$ cat src/rtl/spi_cmd_sequencer_if.sv
// Request/serializer-side bundle for spi_cmd_sequencer: two valid/ready request
// channels in, the SPI_Serializer drive signals out.
interface spi_cmd_sequencer_if #(
  parameter int DATA_W = 24
);
  logic              att_valid;
  logic              att_ready;
  logic [DATA_W-1:0] att_data;
  logic              del_valid;
  logic              del_ready;
  logic [DATA_W-1:0] del_data;
  logic [31:0]       Data_Register;
  logic [1:0]        DelAttSelect;
  logic              ld;
  logic              busy;
  logic              done;

  modport master (
    output att_valid, att_data, del_valid, del_data,
    input  att_ready, del_ready, Data_Register, DelAttSelect, ld, busy, done
  );

  modport slave (
    input  att_valid, att_data, del_valid, del_data,
    output att_ready, del_ready, Data_Register, DelAttSelect, ld, busy, done
  );
endinterface

$ cat src/rtl/spi_cmd_sequencer.sv
// Arbitrates attenuator/delay setting requests and paces frames into SPI_Serializer,
// holding each frame for a fixed window since the serializer reports no busy.
module spi_cmd_sequencer #(
  parameter int DATA_W       = 24,
  parameter int SETUP_CYCLES = 4,
  parameter int XFER_CYCLES  = 600,
  parameter int GAP_CYCLES   = 8
) (
  input  logic                 clk,
  input  logic                 rst,
  spi_cmd_sequencer_if.slave   bus
);

  localparam int MAX_AB = (SETUP_CYCLES > XFER_CYCLES) ? SETUP_CYCLES : XFER_CYCLES;
  localparam int MAXC   = (MAX_AB > GAP_CYCLES) ? MAX_AB : GAP_CYCLES;
  localparam int CW     = $clog2(MAXC + 1);
  localparam logic [CW-1:0] SETUP_LOAD = CW'(SETUP_CYCLES - 1);
  localparam logic [CW-1:0] XFER_LOAD  = CW'(XFER_CYCLES - 1);
  localparam logic [CW-1:0] GAP_LOAD   = CW'((GAP_CYCLES > 0) ? GAP_CYCLES - 1 : 0);

  typedef enum logic [2:0] {S_IDLE, S_SETUP, S_LOAD, S_XFER, S_GAP} state_t;

  state_t            state_q, state_d;
  logic [CW-1:0]     cnt_q, cnt_d;
  logic              att_pend_q, att_pend_d;
  logic              del_pend_q, del_pend_d;
  logic [DATA_W-1:0] att_buf_q, att_buf_d;
  logic [DATA_W-1:0] del_buf_q, del_buf_d;
  logic              gnt_del_q, gnt_del_d;
  logic              rr_del_q, rr_del_d;
  logic [31:0]       data_q, data_d;
  logic [1:0]        sel_q, sel_d;
  logic              ld_q, ld_d;
  logic              busy_q, busy_d;
  logic              done_q, done_d;
  logic              pick_del;

  always_comb begin
    state_d    = state_q;
    cnt_d      = cnt_q;
    att_pend_d = att_pend_q;
    del_pend_d = del_pend_q;
    att_buf_d  = att_buf_q;
    del_buf_d  = del_buf_q;
    gnt_del_d  = gnt_del_q;
    rr_del_d   = rr_del_q;
    data_d     = data_q;
    sel_d      = sel_q;
    pick_del   = 1'b0;

    case (state_q)
      S_IDLE: begin
        if (att_pend_q || del_pend_q) begin
          // The round-robin pointer only moves when it actually breaks a tie.
          pick_del  = del_pend_q && (!att_pend_q || rr_del_q);
          gnt_del_d = pick_del;
          if (att_pend_q && del_pend_q) rr_del_d = !pick_del;
          state_d = S_SETUP;
          cnt_d   = SETUP_LOAD;
          sel_d   = pick_del ? 2'b10 : 2'b01;
          data_d  = pick_del ? 32'(del_buf_q) : 32'(att_buf_q);
        end
      end
      S_SETUP: begin
        if (cnt_q == '0) begin
          state_d = S_LOAD;
          if (gnt_del_q) del_pend_d = 1'b0;
          else           att_pend_d = 1'b0;
        end else begin
          cnt_d = cnt_q - CW'(1);
        end
      end
      S_LOAD: begin
        state_d = S_XFER;
        cnt_d   = XFER_LOAD;
      end
      S_XFER: begin
        if (cnt_q == '0) begin
          sel_d   = 2'b00;
          state_d = (GAP_CYCLES == 0) ? S_IDLE : S_GAP;
          cnt_d   = GAP_LOAD;
        end else begin
          cnt_d = cnt_q - CW'(1);
        end
      end
      S_GAP: begin
        if (cnt_q == '0) state_d = S_IDLE;
        else             cnt_d   = cnt_q - CW'(1);
      end
      default: state_d = S_IDLE;
    endcase

    // A full holding register is never the one being cleared, so accept and clear cannot collide.
    if (bus.att_valid && !att_pend_q) begin
      att_pend_d = 1'b1;
      att_buf_d  = bus.att_data;
    end
    if (bus.del_valid && !del_pend_q) begin
      del_pend_d = 1'b1;
      del_buf_d  = bus.del_data;
    end

    ld_d   = (state_d == S_LOAD);
    done_d = (state_d == S_XFER) && (cnt_d == '0);
    busy_d = (state_d != S_IDLE);
  end

  always_ff @(posedge clk) begin
    if (rst) begin
      state_q    <= S_IDLE;
      cnt_q      <= '0;
      att_pend_q <= 1'b0;
      del_pend_q <= 1'b0;
      att_buf_q  <= '0;
      del_buf_q  <= '0;
      gnt_del_q  <= 1'b0;
      rr_del_q   <= 1'b0;
      data_q     <= '0;
      sel_q      <= 2'b00;
      ld_q       <= 1'b0;
      busy_q     <= 1'b0;
      done_q     <= 1'b0;
    end else begin
      state_q    <= state_d;
      cnt_q      <= cnt_d;
      att_pend_q <= att_pend_d;
      del_pend_q <= del_pend_d;
      att_buf_q  <= att_buf_d;
      del_buf_q  <= del_buf_d;
      gnt_del_q  <= gnt_del_d;
      rr_del_q   <= rr_del_d;
      data_q     <= data_d;
      sel_q      <= sel_d;
      ld_q       <= ld_d;
      busy_q     <= busy_d;
      done_q     <= done_d;
    end
  end

  assign bus.att_ready     = !att_pend_q;
  assign bus.del_ready     = !del_pend_q;
  assign bus.Data_Register = data_q;
  assign bus.DelAttSelect  = sel_q;
  assign bus.ld            = ld_q;
  assign bus.busy          = busy_q;
  assign bus.done          = done_q;

endmodule

$ cat src/flat_wrapper.sv
// flat-port wrapper written by rule: the top's interface ports become plain ports
module spi_cmd_sequencer_flat 
#(
  parameter int DATA_W       = 24,
  parameter int SETUP_CYCLES = 4,
  parameter int XFER_CYCLES  = 600,
  parameter int GAP_CYCLES   = 8
)
  (clk, rst, bus_att_valid, bus_att_data, bus_del_valid, bus_del_data, bus_att_ready, bus_del_ready, bus_Data_Register, bus_DelAttSelect, bus_ld, bus_busy, bus_done);
  spi_cmd_sequencer_if #(.DATA_W(DATA_W)) bus_i ();
  input  logic clk;
  input  logic rst;
  input wire logic [$bits(bus_i.att_valid)-1:0] bus_att_valid;
  input wire logic [$bits(bus_i.att_data)-1:0] bus_att_data;
  input wire logic [$bits(bus_i.del_valid)-1:0] bus_del_valid;
  input wire logic [$bits(bus_i.del_data)-1:0] bus_del_data;
  output wire logic [$bits(bus_i.att_ready)-1:0] bus_att_ready;
  output wire logic [$bits(bus_i.del_ready)-1:0] bus_del_ready;
  output wire logic [$bits(bus_i.Data_Register)-1:0] bus_Data_Register;
  output wire logic [$bits(bus_i.DelAttSelect)-1:0] bus_DelAttSelect;
  output wire logic [$bits(bus_i.ld)-1:0] bus_ld;
  output wire logic [$bits(bus_i.busy)-1:0] bus_busy;
  output wire logic [$bits(bus_i.done)-1:0] bus_done;
  assign bus_i.att_valid = bus_att_valid;
  assign bus_i.att_data = bus_att_data;
  assign bus_i.del_valid = bus_del_valid;
  assign bus_i.del_data = bus_del_data;
  assign bus_att_ready = bus_i.att_ready;
  assign bus_del_ready = bus_i.del_ready;
  assign bus_Data_Register = bus_i.Data_Register;
  assign bus_DelAttSelect = bus_i.DelAttSelect;
  assign bus_ld = bus_i.ld;
  assign bus_busy = bus_i.busy;
  assign bus_done = bus_i.done;
  spi_cmd_sequencer #(.DATA_W(DATA_W), .SETUP_CYCLES(SETUP_CYCLES), .XFER_CYCLES(XFER_CYCLES), .GAP_CYCLES(GAP_CYCLES)) u_core (.clk(clk), .rst(rst), .bus(bus_i));
endmodule
$ cat config.mk
export PLATFORM = sky130hd
export DESIGN_NAME = spi_cmd_sequencer_flat
export DESIGN_NICKNAME = d
export VERILOG_FILES = /design/src/rtl/spi_cmd_sequencer_if.sv /design/src/rtl/spi_cmd_sequencer.sv /design/src/flat_wrapper.sv
export SDC_FILE = /design/constraint.sdc
export NUM_CORES = 1
export LEC_CHECK = 0
export ABC_AREA = 1
export BUFFER_PORTS_ARGS = -buffer_cell sky130_fd_sc_hd__clkbuf_2
export CORE_UTILIZATION = 48
export DETAILED_ROUTE_END_ITERATION = 10
export HOLD_SLACK_MARGIN = 0.03
export PLACE_DENSITY = 0.84
export SYNTH_ARGS = -nofsm -noshare
export SYNTH_HDL_FRONTEND = slang
export SYNTH_SLANG_ARGS = --single-unit
$ cat constraint.sdc
create_clock -name clk -period 1.8 [get_ports clk]
set_input_delay 0.36 -clock clk [delete_from_list [all_inputs] [get_ports clk]]
set_output_delay 0.36 -clock clk [all_outputs]
set_load 0.03 [all_outputs]
# Word level (Yosys, flattened, before mapping)
# Cells that the tools add are included.
# totals
register_bits	102
latch_bits	0
ram_bits	0
mem_bits_ro	0
inputBits	52
out_inout_bits	39
word_cells	71
memories	0
# op_classes
add_sub_neg	1
mul	0
div_mod_pow	0
n_lt_le_gt_ge	0
n_eq_ne	9
shift	0
mux	22
bitwise	0
n_reduce_logical	26
# ops
op	count
10-bit case mux with 4 select lines	1
10-bit two-way mux	3
24-bit two-way mux	1
10-bit logical NOT	2
3-bit case mux with 5 select lines	1
3-bit by 2-bit == test with 1-bit output (second input constant)	4
3-bit two-way mux	4
3-bit AND reduction	4
2-bit nonzero test	6
10-bit by 1-bit subtractor with 10-bit output (second input constant)	1
1-bit two-way mux	8
2-bit two-way mux	3
1-bit logical AND	5
2-bit by 1-bit inequality test with 1-bit output (second input constant)	2
2-bit case mux with 2 select lines	1
3-bit by 1-bit == test with 1-bit output (second input constant)	1
3-bit == test (second input constant)	1
1-bit logical NOT	3
3-bit logical NOT	1
3-bit nonzero test	1
1-bit logical OR	2
2-bit inequality test (second input constant)	1
2-bit AND reduction	1
2-bit OR reduction	1

# Logic depth before layout (Yosys ltp)
# logic_depth
ltp_word	6
ltp_mapped	14
ltp_nobuf	14

# Worst setup path after synthesis
# Ideal clock, no wire load.
# synth_path
path_kind	register -> register
startpoint	register u_core.cnt_q[0]
endpoint	register u_core.done_q, in the netlist u_core.bus.done
arrival_ns	1.792
required_time_ns	1.736
path_slack_ns	-0.056
stages_incl_launch_ff	14
path_buffers	0
period_less_slack_ns	1.856
path_cell_list	dfxtp_1 -> inv_1 -> ha_1 -> nand2_1 -> nor2_1 -> nand3b_1 -> ha_1 -> a21oi_2 -> nand4_1 -> nor2_1 -> nand2_1 -> nor2_1 -> nand3_1 -> nor2_1
# synth_between
elab_chain_len	5
word_cells_on_any_way	13
# synth_rtl
item	line	text
start: declaration	spi_cmd_sequencer.sv:24	logic [CW-1:0] cnt_q, cnt_d;
start signal: assignment	spi_cmd_sequencer.sv:125	cnt_q <= cnt_d;
10-bit by 1-bit subtractor with 10-bit output or 10-bit logical NOT (tied branches)	n/a	
10-bit two-way mux (tied with other cells)	spi_cmd_sequencer.sv:65, spi_cmd_sequencer.sv:87	
10-bit case mux with 4 select lines or 3-bit case mux with 5 select lines (tied branches)	spi_cmd_sequencer.sv:51	case (state_q)
10-bit logical NOT or 3-bit by 2-bit == test with 1-bit output (tied branches)	spi_cmd_sequencer.sv:104	done_d = (state_d == S_XFER) && (cnt_d == '0);
1-bit logical AND *	spi_cmd_sequencer.sv:104	
end signal: assignment	spi_cmd_sequencer.sv:136	done_q <= done_d;
end: declaration	spi_cmd_sequencer.sv:35	logic done_q, done_d;
# Every way passes the cells marked *; elsewhere a longest branch is shown, timed or not.
# A chain may end at the register's enable or synchronous reset.

# Final worst setup path
# layout_path
startpoint	register u_core.cnt_q[8]
endpoint	register u_core.done_q, in the netlist u_core.bus.done
# Same word-level chain as after synthesis.

==> impl_metrics.yaml <==
route:
  drc: 0
  num_vias: 3934
  routed_wl_um: 10300
  wl_per_cell_um: 13.9
  drt_pass1_iterations: 4
  via_per_inst: 5.29
  drtAntennaViolNets: 0
  drt_iter0_markers: 209
floorplan:
  placementRows: 32
  die_w_um: 93.4
  fp.dieH_um: 93.4
  start_util: 0.508
  ioPinCount: 91
  core_sq_mm: 0.00789
  dieArea_sq_mm: 0.00872
synth:
  yosys.area_share.adder: 0.00624
  avgSynthCellArea_sq_um: 7.31
  synth_compound_area_frac: 0.209
  synth_seq_cells: 94
  synth_xor_area_frac: 0.0109
  muxShareOfSynthArea: 0
  syn_inst: 548
  synth_top_family_by_area: "simple AND/OR/NAND/NOR gates"
  yosys.area_share.simple: 0.234
  ys_warn_count: 0
  yosysSeqAreaShare: 0.470
  syn_area_sq_mm: 0.00401
  synth_cell_types: 33
global_route:
  grt_util_all_layers: 0.244
  gr-total-overflow: 0
  grt_start_max_net_pins: 64
  grt_pass1_vias: 3635
  antenna_found_initial: 0
  grt_pass1_wl_um: 16500
sta:
  tns_ps: 0
  fmax_ghz: 0.559
  setup_viol: 0
  hold_viol: 0
  drv_slew: 0
  max_slew_margin: 0.466
  tightest_slew_ps: 799
  finalCritPeriodShare: 0.993
  rsz0062_at_grt: "true"
  fin_crit_ps: 1790
  skew_ps: 10.3
final_layout:
  n_fill_cell: 724
  areaGrowthSynthToFinish_pct: 20.8
  layout.cells.non_filler: 744
  mostFrequentLayoutCells: "nor2_1, dfxtp_1, clkbuf_2"
  layout_commonest_cell: "nor2_1"
  multi_input_area_sq_mm: 0.00191
  num-nets-final: 691
  seq_area_sq_mm: 0.00188
  drive_above_1_share: 0.251
  antennaDiodeCount: 0
pwr:
  p_leak_nw: 2.22
  powerDensity_mw_per_mm2: 1720
  totalPowerFinal_w: 0.00833
  peakVddDrop_uv: 794
place:
  dp_cells: 727
  place_hpwl_um: 7220
  place_congestion: 0.930
  port_buffers: 82
clock_network:
  tritoncts: "yes"
  numCtsBuffers: 9
  cts.sinks: 94
  cts-htree-levels: 3
  insertion_delay_ps: 370
  clockBufferDepth: 2
  cts-root-buf: "clkbuf_8"
  clkTransAtPathRegs_ps: 100
setup_path:
  worst_ep_arrival_time_ps: 2100
  critPathSlowestCell: "dfxtp_1"
  cp-end-kind: "flop"
  worstSetupPathType: "flop to flop"
  crit_path_max_fanout: 4
  start_kind: "flop"
  path_cells: "nor3_1 -> nand3b_1 -> ha_1 -> a21oi_2 -> nand4_1 -> nor2_1 -> nand2_1 -> nor2_1 -> nand3_1 -> nor2_1"
  cp_common_cell: "nor2_1"
  slowest_delay_ps: 340
  worstPathRequired_ps: 2110
worst_hold_path:
  hold_path_class: "input pin to flop"
run_status:
  outcome: "finished, final reports clean"
run:
  cap_violations: 0
[report_power, final]
group | leakage (nW) | internal (W) | switching (W)
Combinational | 1.35 | 0.00145 | 0.00263
Clock | 0.0973 | 0.000653 | 0.000767
Sequential | 0.777 | 0.00252 | 0.000308
[repair_timing]
action                     in CTS  in global routing
setup endpoints to repair       1                 14
hold buffers                    0                  0
setup buffers                   1                  0
pin swaps                       2                  0
gates resized for setup         2                  8
[Yosys cell counts, drive strengths merged]
library cell | n | area [sq um]
nor2 | 128 | 508
dfxtp | 94 | 1880
o21ai | 86 | 442
nand2 | 76 | 310
a21oi | 65 | 340
inv | 29 | 109
clkbuf | 20 | 75.1
buf | 15 | 92.6
nand3 | 12 | 70.1
a31oi | 5 | 31.3
xor2 | 4 | 35.0
a21boi | 2 | 18.8
ha | 2 | 25.0
nand3b | 2 | 15.0
nand4 | 2 | 12.5
nor3 | 2 | 15.0
conb | 1 | 3.75
o21bai | 1 | 7.51
or2 | 1 | 6.26
xnor2 | 1 | 8.76
[routing by layer]
metal / routed length, um / GRT usage
met5: 0 / 0
met4: 220 / 0.0974
met3: 678 / 0.0593
met2: 4870 / 0.387
met1: 4550 / 0.318
[logic make-up (layout without fill, tap and decap cells)]
group | after synthesis | after routing
compound gates | 159 | 159
other cells | 1 | 8
buf+inv | 64 | 151
xor+xnor | 5 | 5
fa+ha+maj | 2 | 2
simple gates | 223 | 223
flops | 94 | 94
[state kept, by name (all words and copies together) (netlist names), 2 cells and up]
name and cells:
u_core.att_buf_q 24, u_core.bus.Data_Register 24, u_core.bus.DelAttSelect 2, u_core.cnt_q 10
u_core.del_buf_q 24, u_core.state_q 3
[worst paths after layout]
check	startpoint	depth (start not counted)	slack, ps	endpoint
worst min-delay path	bus_del_data[12]	3	240	u_core.del_buf_q[12]$_SDFFE_PP0P_
worst max-delay path	u_core.cnt_q[8]$_SDFF_PP0_	10	10	u_core.bus.done$_SDFF_PP0_
worst max register to register	u_core.cnt_q[8]$_SDFF_PP0_	10	10	u_core.bus.done$_SDFF_PP0_
worst min register to register	u_core.del_buf_q[13]$_SDFFE_PP0P_	2	460	u_core.bus.Data_Register[13]$_SDFFE_PP0P_
[layout make-up]
cell class | instances | area share
clock buffer | 10 | 0.0264
inverter | 29 | 0.0230
multi-input combinational | 397 | 0.394
clock inverter | 6 | 0.0142
sequential | 94 | 0.389
tap | 102 | 0.0264
timing repair buffer | 106 | 0.127
[per-stage QoR]
step	util	worst slack, ps	hold slack [ps]	instance area (sq um)
after floorplan	-	4.52	439	4050
after global placement	0.585	10.1	445	4620
after detailed placement	0.585	-27.9	456	4620
after CTS	0.611	9.34	241	4820
after global routing	0.614	-157	249	4840
final	0.614	12.5	243	4840
[critical path: cells and delay by family (launching register included)]
kind / cells / cell delay [ps]
AO/OA/AOI/OAI: 1 / 150
flip-flops: 1 / 340
AND/OR/NAND/NOR: 8 / 940
adder cells (fa/ha/maj): 1 / 300
Power figures use the tool's default switching activity.
